File: src/rtl/mem_dump_unit.sv
// Halt detector and data-memory dumper. It watches the fetch stream for a run of NOPs, then
// reads a fixed window of data memory and streams it out over valid/ready.
// Build option MEM_DUMP_CHECKSUM_EN appends a final beat that carries the wrapping sum of the words.
module mem_dump_unit #(
  parameter int          DATA_WIDTH = 32,
  parameter int          ADDR_WIDTH = 10,
  parameter logic [31:0] NOP_WORD   = 32'h0000_0013,
  parameter int          NOP_COUNT  = 3,
  parameter int          BASE_ADDR  = 0,
  parameter int          WORD_COUNT = 16
) (
  input  logic                  clk,
  input  logic                  reset,
  input  logic [31:0]           instr_i,
  input  logic                  instr_valid_i,
  output logic                  mem_rd_en_o,
  output logic [ADDR_WIDTH-1:0] mem_addr_o,
  input  logic [DATA_WIDTH-1:0] mem_rd_data_i,
  output logic                  out_valid_o,
  input  logic                  out_ready_i,
  output logic [DATA_WIDTH-1:0] out_data_o,
  output logic [ADDR_WIDTH-1:0] out_addr_o,
  output logic                  out_last_o,
  output logic                  halted_o,
  output logic                  done_o
);

  localparam int CW = $clog2(NOP_COUNT + 1);
  localparam logic [CW-1:0]         NOP_TARGET = CW'(NOP_COUNT);
  localparam logic [ADDR_WIDTH-1:0] FIRST_ADDR = ADDR_WIDTH'(BASE_ADDR);
  localparam logic [ADDR_WIDTH-1:0] LAST_ADDR  = ADDR_WIDTH'(BASE_ADDR + WORD_COUNT - 1);

  localparam logic [2:0] S_RUN     = 3'd0;
  localparam logic [2:0] S_ISSUE   = 3'd1;
  localparam logic [2:0] S_CAPTURE = 3'd2;
  localparam logic [2:0] S_PRESENT = 3'd3;
  localparam logic [2:0] S_DONE    = 3'd4;
  localparam logic [2:0] S_SUM     = 3'd5;

  logic [2:0]            state_q, state_d;
  logic [CW-1:0]         nop_cnt_q, nop_cnt_d;
  logic [ADDR_WIDTH-1:0] cur_addr_q, cur_addr_d;
  logic [ADDR_WIDTH-1:0] mem_addr_q, mem_addr_d;
  logic [DATA_WIDTH-1:0] out_data_q, out_data_d;
  logic [ADDR_WIDTH-1:0] out_addr_q, out_addr_d;
  logic                  out_valid_q, out_valid_d;
  logic                  out_last_q, out_last_d;
  logic                  halted_q, halted_d;
  logic                  done_q, done_d;
  logic                  is_last_word;
  logic                  accept;

`ifdef MEM_DUMP_CHECKSUM_EN
  logic [DATA_WIDTH-1:0] sum_q, sum_d;
`endif

  assign is_last_word = (cur_addr_q == LAST_ADDR);
  assign accept       = out_valid_q && out_ready_i;

  always_comb begin
    state_d     = state_q;
    nop_cnt_d   = nop_cnt_q;
    cur_addr_d  = cur_addr_q;
    mem_addr_d  = mem_addr_q;
    out_data_d  = out_data_q;
    out_addr_d  = out_addr_q;
    out_valid_d = out_valid_q;
    out_last_d  = out_last_q;
    halted_d    = halted_q;
    done_d      = done_q;
`ifdef MEM_DUMP_CHECKSUM_EN
    sum_d       = sum_q;
`endif
    case (state_q)
      S_RUN: begin
        if (instr_valid_i) begin
          if (instr_i == NOP_WORD)
            nop_cnt_d = (nop_cnt_q == NOP_TARGET) ? nop_cnt_q : nop_cnt_q + CW'(1);
          else
            nop_cnt_d = '0;
        end
        // Halt takes effect on the edge that samples the final NOP.
        if (nop_cnt_d == NOP_TARGET) begin
          halted_d   = 1'b1;
          mem_addr_d = cur_addr_q;
          state_d    = S_ISSUE;
        end
      end
      S_ISSUE: state_d = S_CAPTURE;
      S_CAPTURE: begin
        out_data_d  = mem_rd_data_i;
        out_addr_d  = cur_addr_q;
        out_valid_d = 1'b1;
`ifdef MEM_DUMP_CHECKSUM_EN
        out_last_d  = 1'b0;
`else
        out_last_d  = is_last_word;
`endif
        state_d     = S_PRESENT;
      end
      S_PRESENT: begin
        if (accept) begin
`ifdef MEM_DUMP_CHECKSUM_EN
          sum_d = sum_q + out_data_q;
`endif
          if (is_last_word) begin
`ifdef MEM_DUMP_CHECKSUM_EN
            // Stay valid and swap the beat contents for the checksum.
            out_data_d = sum_q + out_data_q;
            out_addr_d = '0;
            out_last_d = 1'b1;
            state_d    = S_SUM;
`else
            out_valid_d = 1'b0;
            out_last_d  = 1'b0;
            done_d      = 1'b1;
            state_d     = S_DONE;
`endif
          end else begin
            out_valid_d = 1'b0;
            out_last_d  = 1'b0;
            cur_addr_d  = cur_addr_q + 1'b1;
            mem_addr_d  = cur_addr_q + 1'b1;
            state_d     = S_ISSUE;
          end
        end
      end
      S_SUM: begin
        if (accept) begin
          out_valid_d = 1'b0;
          out_last_d  = 1'b0;
          done_d      = 1'b1;
          state_d     = S_DONE;
        end
      end
      S_DONE: state_d = S_DONE;
      default: state_d = S_RUN;
    endcase
  end

  always_ff @(posedge clk) begin
    if (reset) begin
      state_q     <= S_RUN;
      nop_cnt_q   <= '0;
      cur_addr_q  <= FIRST_ADDR;
      mem_addr_q  <= '0;
      out_data_q  <= '0;
      out_addr_q  <= '0;
      out_valid_q <= 1'b0;
      out_last_q  <= 1'b0;
      halted_q    <= 1'b0;
      done_q      <= 1'b0;
`ifdef MEM_DUMP_CHECKSUM_EN
      sum_q       <= '0;
`endif
    end else begin
      state_q     <= state_d;
      nop_cnt_q   <= nop_cnt_d;
      cur_addr_q  <= cur_addr_d;
      mem_addr_q  <= mem_addr_d;
      out_data_q  <= out_data_d;
      out_addr_q  <= out_addr_d;
      out_valid_q <= out_valid_d;
      out_last_q  <= out_last_d;
      halted_q    <= halted_d;
      done_q      <= done_d;
`ifdef MEM_DUMP_CHECKSUM_EN
      sum_q       <= sum_d;
`endif
    end
  end

  assign mem_rd_en_o = (state_q == S_ISSUE);
  assign mem_addr_o  = mem_addr_q;
  assign out_valid_o = out_valid_q;
  assign out_data_o  = out_data_q;
  assign out_addr_o  = out_addr_q;
  assign out_last_o  = out_last_q;
  assign halted_o    = halted_q;
  assign done_o      = done_q;

endmodule
File: config.mk
export PLATFORM = sky130hd
export DESIGN_NAME = mem_dump_unit
export DESIGN_NICKNAME = d
export VERILOG_FILES = /design/src/rtl/mem_dump_unit.sv
export SDC_FILE = /design/constraint.sdc
export NUM_CORES = 1
export LEC_CHECK = 0
export ABC_AREA = 1
export BUFFER_PORTS_ARGS = -buffer_cell sky130_fd_sc_hd__buf_2
export CAP_MARGIN = 5
export CORE_UTILIZATION = 48
export CTS_CLUSTER_SIZE = 10
export DETAILED_ROUTE_END_ITERATION = 8
export PLACE_DENSITY_LB_ADDON = 0.05
export SETUP_SLACK_MARGIN = 0.3
export SYNTH_ARGS = -nofsm -noshare
export SYNTH_HDL_FRONTEND = slang
export SYNTH_SLANG_ARGS = --single-unit
export TNS_END_PERCENT = 30
File: constraint.sdc
create_clock -name clk -period 4.1 [get_ports clk]
set_clock_uncertainty 0.2 [all_clocks]
set_input_delay 0.82 -clock clk [delete_from_list [all_inputs] [get_ports clk]]
set_output_delay 0.82 -clock clk [all_outputs]
set_load 0.05 [all_outputs]
==> impl_metrics.csv <==
group,metric,value,unit
cts,ctsHoldBuffers,0,
routing,drt_iter0_markers,126,
logic_synthesis,avgSynthCellArea,7.036,um2
routing,vias,3013,
critical_path,worst_ep_required_time,4170,ps
logic_synthesis,syn_inst,438,
global_route,grtUsageMet2,37.02,%
critical_path,worstPathMaxFanout,25,
logic_synthesis,synth_area_leaders,"dfxtp_1 46%, nor2_1 14%, o21ai_0 9.3%",
critical_path,worst_ep_arrival_time,2460,ps
global_route,antenna_found_initial,0,
place,place_inst,620,
critical_path,critical_path_buf_inv_count,1,
logic_synthesis,ys_seq_elements,71,
timing,finalMaxSlewViolations,0,
cts,cts.htree.levels,3,
cts,cts_tree,"done",
routing,final_antenna_net_count,0,
floorplanning,die_h,82.13,um
global_route,grt_overflow,0,
final_layout,fin_nets,625,
final_layout,final_area,3968,um2
place,io_buffers,124,
place,place_ws,1439,ps
floorplanning,num_rows,28,
floorplanning,ios,125,
final_layout,register_area,1421,um2
cts,cts_sinks,71,
global_route,grtUsageTotal,22.20,%
floorplanning,placeableCoreArea,6061,um2
timing,fin_tns_setup,0,ps
logic_synthesis,syn_area,3082,um2
floorplanning,initial_core_util,50.85,%
power_and_ir_drop,static-leakage-power,0.002115,uW
routing,via_per_inst,4.737,
timing,hold_violations,0,
timing,rsz0062_at_grt,"no",
hold_path,hold_class,"flop to flop",
logic_synthesis,synth_cell_types,26,
cts,clk_latency,330,ps
global_route,use_met1,26.50,%
floorplanning,die_w,82.13,um
final_layout,diodes,0,
global_route,grt_pass1_vias,2783,
routing,wl,7.087,mm
timing,max-slew-margin-rel,31.35,%
critical_path,cp-end-kind,"flop",
critical_path,path_cells,"inv_2 -> nor3_4 -> nand3_4 -> nand2_2 -> nand2_4 -> nand2_1 -> nand2_1 -> nor2_1",
place,routabilityCongestion,0.8161,
routing,wl_per_cell,11.14,um
critical_path,crit_path_start_kind,"flop",
timing,setup_viol,0,
cts,cts_resized,0,
place,hpwl,4.999,mm
cts,clock_path_buffers,2,
place,place_area,3736,um2
timing,worst_pin_slew,1029,ps
logic_synthesis,yosys_warnings,0,
timing,fin_crit_sh,58.31,%
final_layout,multiInputGateArea,1375,um2
logic_synthesis,syn_nets,507,
logic_synthesis,yosysTopAreaCellShare,46.12,%
timing,max_freq,418.3,MHz
final_layout,syn_to_final_growth,28.75,%
critical_path,cpMostUsedCell,"nand2_1",
cts,cts_made_buffers,9,
global_route,grt_pass1_wl,11.51,mm
routing,drc_errors,0,
timing,fin_ws,1709,ps
critical_path,path_class,"flop to flop",
global_route,met3_usage,7.473,%
critical_path,path_delay_family,"simple AND/OR/NAND/NOR gates",
final_layout,nFillCells,585,
critical_path,crit_path_top_delay_cell,"nor3_4",
global_route,grt_max_degree,55,
floorplanning,fp.dieArea,6745,um2
power_and_ir_drop,power_density,820.0,nW/um2
cts,cts_setup_buffers,0,
routing,drt_first_pass_iters,4,
logic_synthesis,synth_top_cell_by_area,"dfxtp_1",
run_status,outcome,"complete, no violations",
logic_synthesis,seq_area_frac_synth,46.12,%
cts,cts_root_buffer,"clkbuf_8",
power_and_ir_drop,peakVddDrop,465.7,uV
timing,fin_crit,2391,ps
critical_path,slowest_delay,660,ps
final_layout,drive_gt1_share,27.45,%
final_layout,fin_cells,636,
job,drv_cap,0,
global_route,grt-busiest-layer,"met2",
cts,clk_pin_slew,80,ps
==> per-stage QoR <==
stage                     hold WS [ps]  utilization, %  power, uW
final                            255.5           65.46       3254
after detailed placement         246.8           61.64       2638
after CTS                        257.2           65.46       3287
after floorplan                  242.5               -       2304
after global routing             293.8           65.46       3462
after global placement           242.7           61.64       2624
==> power breakdown <==
| part | total, uW | switching, uW | internal (uW) |
|---|---|---|---|
| clock | 633 | 258 | 375 |
| combinational | 1600 | 1240 | 359 |
| sequential | 1020 | 106 | 916 |
| total | 3250 | 1600 | 1650 |
==> worst paths after layout <==
kind	from	to	slack [ps]	depth (start not counted)
worst max-delay path	state_q[0]	mem_addr_o[6]	1710	8
worst min-delay path	done_o	done_o	260	2
worst min register to register	done_o	done_o	260	2
worst max register to register	state_q[0]	mem_addr_o[6]	1710	8
==> cells in the mapped netlist (all sizes together) <==
| master | n |
|---|---|
| xor2 | 8 |
| nand3 | 10 |
| inv | 56 |
| clkbuf | 15 |
| a211oi | 10 |
| ha | 1 |
| nand4 | 1 |
| nand2 | 58 |
| nor3 | 8 |
| buf | 4 |
| o21ai | 57 |
| nor2 | 114 |
| and2 | 1 |
| o21a | 1 |
| xnor2 | 1 |
| a21oi | 22 |
| dfxtp | 71 |
==> tightest hold or removal path: cells and delay by family (launching register included) <==
kind,cells,cell delay (ps)
flops,1,310
buf+inv,1,50
compound gates,1,50
==> sequential cells by signal, indices dropped and copies added (netlist names) <==
signal / cells
out_last_o: 1
state_q: 3
done_o: 1
mem_addr_o: 10
halted_o: 1
nop_cnt_q: 2
out_addr_o: 10
out_valid_o: 1
cur_addr_q: 10
out_data_o: 32
==> metal layers <==
layer | part of all wire, % | wire length (um)
met4 | 1.1 | 81
met3 | 5.6 | 395
met5 | 0 | 0
met1 | 48 | 3369
met2 | 46 | 3240
==> layout make-up <==
type	instances	share of cell area [%]
clock buffer	11	3.816
timing repair buffer	126	16.02
multi-input combinational	292	34.66
clock inverter	5	2.018
sequential	71	35.82
tap	75	2.365
inverter	56	5.298
==> cells in the final DEF, fill, tap and decap left out <==
cell type | netlist | final
buf_2 | 2 | 124
nand3_1 | 8 | 8
dfxtp_1 | 71 | 71
nor3_1 | 5 | 5
clkbuf_8 | 0 | 11
nand2_1 | 55 | 55
clkinv_2 | 0 | 1
nand2_2 | 2 | 2
bufinv_16 | 0 | 2
inv_1 | 52 | 52
nor2_1 | 114 | 114
buf_4 | 0 | 2
nand3_4 | 1 | 1
xnor2_1 | 1 | 1
nor3_2 | 2 | 1
and2_1 | 1 | 1
nand3_2 | 1 | 1
nand2_4 | 1 | 1
nand4_1 | 1 | 1
a21oi_1 | 22 | 22
ha_1 | 1 | 1
xor2_1 | 8 | 8
a211oi_1 | 10 | 10
nor3_4 | 1 | 2
o21a_1 | 1 | 1
inv_2 | 4 | 4
o21ai_0 | 57 | 57
clkinvlp_4 | 0 | 2
==> kinds of logic after synthesis <==
kind of cell / Yosys count / share of synthesized area (%)
simple gates: 192 / 25.94
buf+inv: 75 / 9.460
compound gates: 90 / 15.51
flops: 71 / 46.12
fa+ha+maj: 1 / 0.4059
xor+xnor: 9 / 2.558
(Power assumes the default switching activity.)
